[config.mk]
export PLATFORM = sky130hd
export DESIGN_NAME = vga_fb_arbiter
export DESIGN_NICKNAME = d
export VERILOG_FILES = /design/src/rtl/vga_fb_arbiter.sv
export SDC_FILE = /design/constraint.sdc
export NUM_CORES = 1
export LEC_CHECK = 0
export CORE_MARGIN = 8
export CORE_UTILIZATION = 26
export DETAILED_ROUTE_END_ITERATION = 8
export DONT_BUFFER_PORTS = 1
export PLACE_DENSITY = 0.36
export SYNTH_ARGS = -nofsm -noshare
export SYNTH_HDL_FRONTEND = slang
export SYNTH_SLANG_ARGS = --single-unit
[constraint.sdc]
create_clock -name iCLK -period 1.75 [get_ports iCLK]
set_input_delay 0.4375 -clock iCLK [delete_from_list [all_inputs] [get_ports iCLK]]
set_output_delay 0.4375 -clock iCLK [all_outputs]
set_load 0.005 [all_outputs]
[src/rtl/vga_fb_arbiter.sv]
// Framebuffer arbiter: shares one single-port RAM between the display
// fetch path (one cell per 8 pixels) and a handshaked writer port.
// Display fetches always win in IDLE. An in-flight write is never aborted.
module vga_fb_arbiter #(
  parameter int COLS = 80,
  parameter int ROWS = 60,
  parameter int AW   = 13,
  parameter int DW   = 8
) (
  input  logic          iCLK,
  input  logic          iRST_N,
  input  logic [9:0]    iPosX,
  input  logic [9:0]    iPosY,
  input  logic          iVideoOn,
  input  logic          iPixTick,
  input  logic          iWrReq,
  input  logic [AW-1:0] iWrAddr,
  input  logic [DW-1:0] iWrData,
  output logic          oWrAck,
  output logic [AW-1:0] oMemAddr,
  output logic          oMemWe,
  output logic [DW-1:0] oMemWData,
  input  logic [DW-1:0] iMemRData,
  output logic [DW-1:0] oCellData,
  output logic          oCellValid,
  output logic          oFetchMiss
);

  typedef enum logic [1:0] {IDLE, DRD, DWAIT, WR} fbState_t;

  localparam logic [AW-1:0] COLS_W  = AW'(COLS);
  localparam logic [AW:0]   CELLS_W = (AW+1)'(COLS * ROWS);

  fbState_t      state, nxt;
  logic          pend;
  logic [AW-1:0] capAddr;
  logic [AW-1:0] rowIdx, rowBase, fetchAddr;
  logic          trig, issue, inRange;
  logic          unusedPosY;

  // Sub-cell line bits only select the glyph row downstream.
  assign unusedPosY = ^iPosY[2:0];

  assign trig    = iPixTick & iVideoOn & (iPosX[2:0] == 3'd0);
  assign issue   = (state == IDLE) & (trig | pend);
  assign inRange = {1'b0, iWrAddr} < CELLS_W;
  assign rowIdx  = AW'(iPosY[9:3]);

  // Row base as a constant shift-add over the set bits of COLS.
  always_comb begin
    rowBase = '0;
    for (int b = 0; b < AW; b++)
      if (COLS_W[b]) rowBase = rowBase + (rowIdx << b);
  end

  assign fetchAddr = rowBase + AW'(iPosX[9:3]);

  // State register.
  always_ff @(posedge iCLK or negedge iRST_N) begin
    if (!iRST_N) state <= IDLE;
    else         state <= nxt;
  end

  // Next-state: a trigger in the current cycle counts as pending so it
  // beats a simultaneous write request.
  always_comb begin
    nxt = state;
    case (state)
      IDLE:    if (trig || pend) nxt = DRD;
               else if (iWrReq) nxt = WR;
      DRD:     nxt = DWAIT;
      DWAIT:   nxt = IDLE;
      WR:      nxt = IDLE;
      default: nxt = IDLE;
    endcase
  end

  // Pending fetch capture. A trigger arriving while an earlier one is
  // still unissued replaces it and latches the sticky miss flag.
  always_ff @(posedge iCLK or negedge iRST_N) begin
    if (!iRST_N) begin
      pend       <= 1'b0;
      capAddr    <= '0;
      oFetchMiss <= 1'b0;
    end else begin
      if (trig && pend) oFetchMiss <= 1'b1;
      if (trig)         capAddr    <= fetchAddr;
      if (issue)        pend       <= 1'b0;
      else if (trig)    pend       <= 1'b1;
    end
  end

  // RAM port outputs are registered from the next state so they line up
  // with the state they belong to; the address holds when the RAM is idle.
  always_ff @(posedge iCLK or negedge iRST_N) begin
    if (!iRST_N) begin
      oMemAddr  <= '0;
      oMemWe    <= 1'b0;
      oMemWData <= '0;
      oWrAck    <= 1'b0;
    end else begin
      oWrAck    <= (nxt == WR);
      oMemWe    <= (nxt == WR) && inRange;
      oMemWData <= (nxt == WR) ? iWrData : '0;
      if (nxt == DRD)     oMemAddr <= trig ? fetchAddr : capAddr;
      else if (nxt == WR) oMemAddr <= iWrAddr;
    end
  end

  // Capture RAM read data during DWAIT and flag it for one cycle.
  always_ff @(posedge iCLK or negedge iRST_N) begin
    if (!iRST_N) begin
      oCellData  <= '0;
      oCellValid <= 1'b0;
    end else begin
      oCellValid <= (state == DWAIT);
      if (state == DWAIT) oCellData <= iMemRData;
    end
  end

endmodule
After elaboration in Yosys (flattened, before gate mapping)
Cells that the tools add are included.
- bits in latches: 0
- word-level logic and storage cells: 39
- memories kept: 0
- memory bits (writable): 0
- memory bits (read-only): 0
- bits in registers: 49
- input bits: 54
- output and inout port bits: 33
- muxes and demuxes: 9
- bitwise operators: 4
- $mul: 0
- eq/ne operators: 5
- $lt $le $gt $ge: 1
- reduce and logical (&&, ||, !) cells: 8
- add/subtract/negate cells: 2
- shift operators: 0
- divide/modulo/power cells: 0
- operator list (operator ; count):
    13-bit two-way mux ; 3
    11-bit by 13-bit adder with 13-bit output ; 1
    13-bit by 7-bit adder with 13-bit output ; 1
    13-bit < comparator, second input constant ; 1
    8-bit two-way mux ; 1
    2-bit equality test, second input constant ; 3
    2-bit one-hot mux with 3 select lines ; 1
    2-bit by 1-bit equality test with 1-bit output, second input constant ; 2
    2-bit two-way mux ; 2
    2-bit nonzero test ; 2
    1-bit AND ; 3
    3-bit logical NOT ; 1
    1-bit logical AND ; 2
    2-bit logical NOT ; 1
    1-bit two-way mux ; 2
    2-bit OR reduction ; 1
    1-bit logical OR ; 1
    1-bit bitwise OR ; 1

Logic depth before layout (Yosys ltp)
Gate-level depths: netlist of run 1.
- word-level depth: 8
- mapped depth: 9
- gate-level depth less buffers: 9

Worst setup path after synthesis of run 1
OpenSTA, ideal clock, no wires.
- path type: input -> register
- start: input iPosX[9]
- end: register oMemAddr[8]
- library setup time: 124 ps
- stages on the path: 9
- setup slack: -565 ps
- data required time: 1626 ps
- arrival: 2192 ps
- path buffers: 0
- cell sequence: inv_1 > fa_1 > inv_1 > ha_1 > a21o_1 > a211oi_1 > o31ai_4 > mux2i_1 > o21ai_1
- word-level cells in the longest chain between the ends: 3
- ends and longest elaborated chain (item ; RTL line ; text):
    from (decl) ; 12 ; input logic [9:0] iPosX,
    13-bit by 7-bit adder with 13-bit output ; 56 ; assign fetchAddr = rowBase + AW'(iPosX[9:3]);
    13-bit two-way mux (2 in series) ; 105 ; if (nxt == DRD) oMemAddr <= trig ? fetchAddr : capAddr;
    to (signal assigned) ; 105 ;
    to (signal assigned) ; 106 ; else if (nxt == WR) oMemAddr <= iWrAddr;
    to (decl) ; 20 ; output logic [AW-1:0] oMemAddr,
Every way passes these cells.
A chain may end at the register's enable or synchronous reset.

Worst setup path after layout of run 1
Ends and elaborated chain as after synthesis.

==> flow_metrics.env, run 1 <==
export IMPL_vias=1681
export IMPL_viasPerCell=4.70
export IMPL_dpl_hpwl_mm=5.04
export IMPL_hold_depth=1
export IMPL_die_x_um=112
export IMPL_die_y_um=112
export IMPL_clock_skew_ps=3.58
export IMPL_tns_ps=-778
export IMPL_worstMarginPinSlew_ps=415
export IMPL_io_buffers=0
export IMPL_worstPathArrival_ps=2090
export IMPL_worstRegToRegCells=6
export IMPL_ys_warn_count=0
export IMPL_fill_cells=917
export IMPL_crit_type="input port to flip-flop"
export IMPL_worstHoldPathType="input port to flip-flop"
export IMPL_io_pins=87
export IMPL_synth_area_mm2=0.00239
export IMPL_placed_cells=346
export IMPL_numClockSinks=49
export IMPL_synth_top_area_frac=0.513
export IMPL_ir_drop_mv=0.410
export IMPL_diodes=0
export IMPL_grt_total_usage=0.105
export IMPL_slew_viol_final=0
export IMPL_cap_violations=0
export IMPL_cts_max_path_buffers=2
export IMPL_seq_area_frac_synth=0.513
export IMPL_synth_top_area_cell="dfrtp_1"
export IMPL_setup_worst_path_start_class="input port"
export IMPL_ys_ff_latch=49
export IMPL_p_leak_nw=1.38
export IMPL_antenna_found_initial=0
export IMPL_dpl_cell_area_mm2=0.00279
export IMPL_hold_violations=0
export IMPL_fin_crit_sh=1.08
export IMPL_gp_congestion=0.713
export IMPL_rows=35
export IMPL_drtIter0Drc=53
export IMPL_yosys_top_cells_area="dfrtp_1, ha_1, mux2_2"
export IMPL_final_area_mm2=0.00301
export IMPL_clock_root_buffer="clkbuf_8"
export IMPL_ant_nets=0
export IMPL_cts_htree_levels=2
export IMPL_slew_headroom=0.721
export IMPL_grt_setup_unrepaired="yes"
export IMPL_end_kind="flip-flop"
export IMPL_start_util=0.264
export IMPL_grt_max_degree=50
export IMPL_violations="negative setup slack"
export IMPL_status="finished with violations"
export IMPL_synth_ff_type="dfrtp_1"
export IMPL_cts_tree="yes"
export IMPL_clock_latency_ps=290
export IMPL_path_max_fanout=2
export IMPL_clk_pin_slew_ps=90
export IMPL_syn_nets=279
export IMPL_avgSynthCellArea_um2=11.4
export IMPL_min_period_ps=1900
export IMPL_nets=315
export IMPL_setup_ws_ps=-148
export IMPL_powerDensity_mw_per_mm2=1120
export IMPL_grt_overflow=0
export IMPL_drive_gt1_frac=0.381
export IMPL_synthCells=210
export IMPL_setup_viol=10
export IMPL_cp_data_required_time_ps=1940
export IMPL_grt_pass1_wl_mm=10.3
export IMPL_numCtsBuffers=5
export IMPL_drc=0
export IMPL_async_flop_share=1.00
export IMPL_drt_total_wl_mm=6.48
export IMPL_fmax_mhz=527
export IMPL_synth_edff_count=0
export IMPL_grt_pass1_vias=1800
export IMPL_syn_to_final_growth_pct=26.0
export IMPL_dieArea_mm2=0.0125
export IMPL_design_core_area_mm2=0.00906
export IMPL_first_pass_iters=4
export IMPL_wl_per_cell_um=18.1
export IMPL_layout_cells_non_filler=358
export IMPL_synth_cell_types=47
layout make-up:
type,count,area [um2],share of cell area
timing repair buffer,36,318,0.105
clock inverter,1,7.51,0.00249
inverter,18,85.1,0.0282
sequential,49,1230,0.407
multi-input combinational,136,1160,0.385
tap,111,139,0.0461
clock buffer,7,76.3,0.0253
cell usage in the layout (no fill, tap or decap), types with 4 or more instances in the layout:
cell and count:
a21o_1 5, clkbuf_8 5, ha_1 10, mux2_2 13, nand2_1 15, a22oi_1 6
a21oi_1 9, o21ai_0 13, and2_2 8, dfrtp_1 49, nor2_1 6, buf_4 32
o21ai_1 4, inv_1 13
flip-flops by register name, indices dropped and copies added (netlist names):
signal / count
capAddr: 13
oCellValid: 1
oFetchMiss: 1
oMemAddr: 13
oCellData: 8
oMemWe: 1
state: 2
oMemWData: 8
oWrAck: 1
pend: 1
final timing paths:
path / slack [ps] / start / end
worst max-delay path: -150 / iPosX[9] / oMemAddr[8]
worst min-delay path: 250 / iWrAddr[12] / oMemWe
worst max register to register: 230 / state[0] / oMemAddr[0]
worst min register to register: 480 / capAddr[10] / capAddr[10]
max in group asynchronous: 850 / iRST_N / capAddr[6]
min in group asynchronous: 660 / iRST_N / capAddr[12]
cells in the mapped netlist (all sizes together) (4+ instances only):
library cell / n
mux2: 13
ha: 13
and2: 9
a22oi: 6
nor2: 7
dfrtp: 49
inv: 18
buf: 4
o21ai: 20
nand2: 15
a21o: 5
a21oi: 11
stage by stage:
step,utilization,total power [W],setup WS (ps),hold slack [ps]
after CTS,0.328,0.00342,-159,247
final,0.332,0.00336,-148,250
after floorplan,-,0.00231,-409,142
after global routing,0.332,0.00361,-233,237
after detailed placement,0.308,0.00268,-572,143
after global placement,0.308,0.00267,-583,144
critical path, stage by stage:
cell      delay (ps)
inv_8             10
fa_2             580
inv_1             80
ha_4             240
a21o_1           180
a211oi_2         260
o31ai_4           80
mux2i_1          150
o21ai_1           70
logic make-up after synthesis:
family	after synthesis	share of synthesized area
multiplexers	16	0.0738
XOR/XNOR	1	0.00366
flip-flops	49	0.513
buffers and inverters	25	0.0440
AND/OR/NAND/NOR	46	0.118
AO/OA/AOI/OAI	58	0.163
adder cells (fa/ha/maj)	15	0.0848
timing repair:
action / in CTS / in global routing
setup endpoints to repair: 9 / 10
cloned: 0 / 0
pin swaps: 1 / 8
hold buffers: 2 / 0
endpoints found under the hold margin: 49 / 0
gates resized for setup: 10 / 12
buffers inserted: 2 / 0
power breakdown:
part           leakage (nW)  total, W  switching [W]  internal [W]
Clock                0.0385  0.000655       0.000371      0.000284
Sequential            0.612   0.00177       0.000271       0.00150
Combinational         0.731  0.000935       0.000425      0.000510
Total                  1.38   0.00336        0.00107       0.00229
per-layer routing:
layer,up-vias,part of all wire,global-route usage
met5,-,0,0
met4,0,0.0068,0.0273
met3,5,0.084,0.0460
met2,47,0.45,0.162
met1,818,0.46,0.131
li1,811,-,-
Power figures use the tool's default switching activity.
==> run 2, diff against run 1 <==
- clock period: 1.75 -> 1.9 ns (I/O delays scaled with it)
==> run 2 against run 1 <==
  * The flow still finishes with violations (negative setup slack)
  * Highest routed layer unchanged
  * Count of clock-buffer cells in the layout is the same
  * Routed wire length shrank 0.59%
  * Sequential share of layout area grew 0.85 points
  * Core utilization shrank 0.68 points
  * Largest cell class unchanged
  * Die area is the same
  * Total power shrank 7.8%
  * Combinational power shrank 10%
  * Critical path type unchanged
  * Clock power shrank 5.5%
  * Sequential power shrank 7%
  * First-iteration DRC count grew 11%
  * Flip-flop and latch count is the same
==> flow_metrics.env, run 2 (synthesized netlist as in run 1, its figures left out) <==
export IMPL_status="finished with violations"
export IMPL_violations="negative setup slack"
export IMPL_slew_viol_final=0
export IMPL_p_leak_nw=1.35
export IMPL_critPathSlowestCell="fa_2"
export IMPL_fill_cells=945
export IMPL_hold_violations=0
export IMPL_worstMarginPinSlew_ps=418
export IMPL_numCtsBuffers=5
export IMPL_cap_violations=0
export IMPL_critical_path_startpoint="iPosY[5]"
export IMPL_tns_ps=-15.5
export IMPL_die_y_um=112
export IMPL_rows=35
export IMPL_clock_root_buffer="clkbuf_8"
export IMPL_final_util=0.326
export IMPL_dpl_hpwl_mm=5.00
export IMPL_drc=0
export IMPL_vias=1634
export IMPL_final_common_cell="dfrtp_1"
export IMPL_top_regs="capAddr x13, oMemAddr x13"
export IMPL_slew_headroom=0.719
export IMPL_io_buffers=0
export IMPL_fmax_mhz=524
export IMPL_setup_viol=2
export IMPL_worstRegToRegCells=5
export IMPL_grt_pass1_vias=1796
export IMPL_first_pass_iters=4
export IMPL_final_cell_mix="dfrtp_1, buf_4, nand2_1, mux2_2"
export IMPL_cp_num_buf_inv=2
export IMPL_clock_skew_ps=3.75
export IMPL_drive_gt1_frac=0.381
export IMPL_cts_htree_levels=2
export IMPL_start_util=0.264
export IMPL_clock_latency_ps=290
export IMPL_powerDensity_mw_per_mm2=1050
export IMPL_dieArea_mm2=0.0125
export IMPL_ir_drop_mv=0.378
export IMPL_diodes=0
export IMPL_ant_nets=0
export IMPL_grt_pass1_wl_mm=10.2
export IMPL_design_core_area_mm2=0.00906
export IMPL_nets=308
export IMPL_use_met1=0.127
export IMPL_path_max_fanout=2
export IMPL_grt_overflow=0
export IMPL_viasPerCell=4.67
export IMPL_power_total_w=0.00310
export IMPL_cp_data_required_time_ps=2080
export IMPL_io_pins=87
export IMPL_gp_congestion=0.712
export IMPL_grt_total_usage=0.105
export IMPL_use_met2=0.160
export IMPL_crit_family="adder cells"
export IMPL_path_cells="inv_8, fa_2, inv_2, ha_4, a21o_1, a211oi_2, o31ai_4, mux2i_1, o21ai_1"
export IMPL_setup_ws_ps=-9.85
export IMPL_wl_per_cell_um=18.4
export IMPL_crit_type="input port to flip-flop"
export IMPL_worstHoldPathType="input port to asynchronous set/reset pin"
export IMPL_crit_path_max_incr_delay_ps=580
export IMPL_r2r_slack_ps=340
export IMPL_rr_startpoint="state[0]"
export IMPL_min_period_ps=1910
export IMPL_end_kind="flip-flop"
export IMPL_die_x_um=112
export IMPL_cts_tree="yes"
export IMPL_cts_max_path_buffers=2
export IMPL_numClockSinks=49
export IMPL_grt_max_degree=50
export IMPL_grt_setup_unrepaired="yes"
export IMPL_fin_crit_sh=1.01
export IMPL_drt_total_wl_mm=6.44
export IMPL_use_met3=0.0557
export IMPL_clk_pin_slew_ps=90
export IMPL_worstPathArrival_ps=2090
export IMPL_r2r_end="oMemAddr[6]"
export IMPL_setup_worst_path_start_class="input port"
export IMPL_grt_busiest_layer="met2"
export IMPL_drtIter0Drc=59
export IMPL_syn_to_final_growth_pct=23.4
export IMPL_antenna_found_initial=0
run 2: routing by layer:
layer  wire (um)  share of wire
met5           0              0
met3         642           0.10
met4          45         0.0070
met1        2830           0.44
met2        2920           0.45
run 2: through the flow:
stage	hold slack, ps	cell area, um2	worst slack, ps	instances
after floorplan	179	2420	-297	210
after global placement	181	2730	-418	340
after detailed placement	181	2730	-485	340
after CTS	29.3	2890	-74.7	349
after global routing	15.8	2950	-76.6	350
final	14.7	2950	-9.85	350
run 2: cell type report:
class / instances / area, um2 / share of cell area
flip-flops and latches: 49 / 1230 / 0.415
multi-input cells: 136 / 1170 / 0.396
repair buffers: 29 / 250 / 0.0848
well taps: 111 / 139 / 0.0471
clock buffers: 7 / 86.3 / 0.0292
inverters: 18 / 82.6 / 0.0280
run 2: repair_timing:
| action | 4_1_cts | 5_1_grt |
|---|---|---|
| pin swaps | 6 | 10 |
| hold endpoints to repair | 49 | 0 |
| endpoints found under the setup margin | 7 | 9 |
| resized for setup | 12 | 12 |
| buffers inserted | 1 | 1 |
| hold buffers | 1 | 0 |
run 2: worst max path at each step:
stage | end | depth (start not counted)
4_1_cts | oMemAddr[11] | 8
3_5_place_dp | oMemAddr[8] | 9
5_1_grt | oMemAddr[8] | 9
6_report | oMemAddr[8] | 9
3_3_place_gp | oMemAddr[11] | 8
2_1_floorplan | oMemAddr[8] | 9
run 2: power breakdown:
group	switching, W	total [W]	internal [W]
registers	0.000258	0.00164	0.00138
clock network	0.000330	0.000619	0.000290
logic	0.000385	0.000838	0.000453
==> run 3, diff against run 2 <==
- RECOVER_POWER: not set -> 100
- SLEW_MARGIN: not set -> 20
==> run 3 against run 2 <==
  * The run still ends with negative setup slack left
  * Global-route usage is the same
  * First-iteration DRC count shrank 1.7%
  * Clock power is essentially flat
  * Worst hold slack gained 260 ps
  * Count of clock-buffer cells in the layout is the same
  * Register-to-register slack is essentially flat
  * Routed wire length shrank 0.56%
  * Clock skew is essentially flat
  * Die area is the same
  * Critical path type unchanged
  * Largest cell class unchanged
==> flow_metrics.env, run 3 (synthesized netlist as in run 1, its figures left out) <==
export IMPL_critPathSlowestCell="fa_2"
export IMPL_tns_ps=-15.3
export IMPL_grt_pass1_vias=1796
export IMPL_fill_cells=950
export IMPL_cts_max_path_buffers=2
export IMPL_worstRegToRegCells=5
export IMPL_cap_violations=0
export IMPL_antenna_found_initial=0
export IMPL_status="finished with violations"
export IMPL_min_period_ps=1910
export IMPL_cp_data_required_time_ps=2080
export IMPL_grt_pass1_wl_mm=10.2
export IMPL_powerDensity_mw_per_mm2=1060
export IMPL_hold_violations=0
export IMPL_drt_total_wl_mm=6.41
export IMPL_worstPathArrival_ps=2090
export IMPL_violations="negative setup slack"
export IMPL_numCtsBuffers=5
export IMPL_top_regs="capAddr x13, oMemAddr x13"
export IMPL_die_y_um=112
export IMPL_slew_viol_final=0
export IMPL_gp_congestion=0.712
export IMPL_drtIter0Drc=58
export IMPL_io_pins=87
export IMPL_final_common_cell="dfrtp_1"
export IMPL_p_leak_nw=1.33
export IMPL_path_cells="inv_8, fa_2, inv_2, ha_4, a21o_1, a211oi_2, o31ai_4, mux2i_1, o21ai_1"
export IMPL_worstHoldPathType="input port to flip-flop"
export IMPL_worstMarginPinSlew_ps=1250
export IMPL_numClockSinks=49
export IMPL_viasPerCell=4.65
export IMPL_fmax_mhz=524
export IMPL_place_ws_ps=-485
export IMPL_setup_worst_path_start_class="input port"
export IMPL_diodes=0
export IMPL_cp_num_buf_inv=2
export IMPL_first_pass_iters=4
export IMPL_vias=1626
export IMPL_ant_nets=0
export IMPL_end_kind="flip-flop"
export IMPL_crit_type="input port to flip-flop"
export IMPL_r2r_slack_ps=340
export IMPL_dpl_hpwl_mm=5.00
export IMPL_rows=35
export IMPL_final_area_mm2=0.00292
export IMPL_die_x_um=112
export IMPL_clock_latency_ps=290
export IMPL_crit_family="adder cells"
export IMPL_cts_tree="yes"
export IMPL_crit_path_max_incr_delay_ps=580
export IMPL_drc=0
export IMPL_nets=308
export IMPL_grt_overflow=0
export IMPL_clock_root_buffer="clkbuf_8"
export IMPL_drive_gt1_frac=0.372
export IMPL_slew_headroom=0.167
export IMPL_start_util=0.264
export IMPL_io_buffers=0
export IMPL_cts_htree_levels=2
export IMPL_min_from="iWrAddr[12]"
export IMPL_r2r_end="oMemAddr[6]"
export IMPL_clk_pin_slew_ps=80
export IMPL_hold_depth=1
export IMPL_wl_per_cell_um=18.3
export IMPL_path_max_fanout=2
export IMPL_clock_skew_ps=3.39
export IMPL_setup_viol=2
export IMPL_design_core_area_mm2=0.00906
export IMPL_dieArea_mm2=0.0125
export IMPL_fin_crit_sh=1.00
export IMPL_syn_to_final_growth_pct=22.0
export IMPL_grt_setup_unrepaired="yes"
export IMPL_final_cell_mix="dfrtp_1, buf_4, nand2_1, mux2_2"
export IMPL_rr_startpoint="state[0]"
export IMPL_setup_ws_ps=-8.89
export IMPL_holdPathEnd="oMemWe"
export IMPL_dpl_cell_area_mm2=0.00273
export IMPL_grt_max_degree=50
export IMPL_grt_total_usage=0.105
export IMPL_power_total_w=0.00308
export IMPL_ir_drop_mv=0.378
==> run 3: cell type report <==
type / count / area (um2) / area share
clock buffer: 7 / 86.3 / 0.0296
inverter: 18 / 82.6 / 0.0283
multi-input combinational: 136 / 1160 / 0.398
sequential: 49 / 1230 / 0.420
tap: 111 / 139 / 0.0476
timing repair buffer: 29 / 224 / 0.0768
==> run 3: report_power, final <==
group	internal, W	total, W	leakage [nW]	switching (W)
combinational	0.000442	0.000823	0.678	0.000382
clock	0.000290	0.000618	0.0443	0.000328
sequential	0.00138	0.00164	0.612	0.000256
==> run 3: layer usage <==
metal / GRT usage / wire [um] / vias up
met5: 0 / 0 / -
li1: - / - / 794
met1: 0.127 / 2760 / 780
met3: 0.0557 / 650 / 4
met2: 0.160 / 2950 / 48
met4: 0.0219 / 47 / 0
==> run 3: per-stage QoR <==
stage,cells,utilization,hold slack (ps)
finish,350,0.322,277
global route,350,0.322,265
CTS,349,0.319,29.3
detailed placement,340,0.301,181
global placement,340,0.301,181
floorplan,210,-,179
==> run 3: worst reg2reg max path, delay by kind of cell, from the launching register on <==
kind	cells	cell delay [ps]
and+or+nand+nor	2	370
DFF	1	420
AOI/OAI and AO/OA	2	450
buffers and inverters	1	200
==> run 3: worst max-delay path by stage <==
stage | startpoint | slack (ps) | to | cells past startpoint
floorplan | iPosY[5] | -300 | oMemAddr[8] | 9
detailed placement | iPosY[5] | -490 | oMemAddr[8] | 9
global placement | iPosY[5] | -420 | oMemAddr[11] | 8
global route | iPosY[5] | -80 | oMemAddr[8] | 9
CTS | iPosY[3] | -70 | oMemAddr[11] | 8
finish | iPosY[5] | -9 | oMemAddr[8] | 9
==> run 3: repair_timing <==
| item | in CTS | in global routing |
|---|---|---|
| gates resized for setup | 12 | 12 |
| buffers inserted | 1 | 1 |
| hold buffers | 1 | 0 |
| pin swaps | 6 | 10 |
| setup endpoints to repair | 7 | 9 |
| endpoints found under the hold margin | 49 | 0 |
| gates cloned | 0 | 0 |
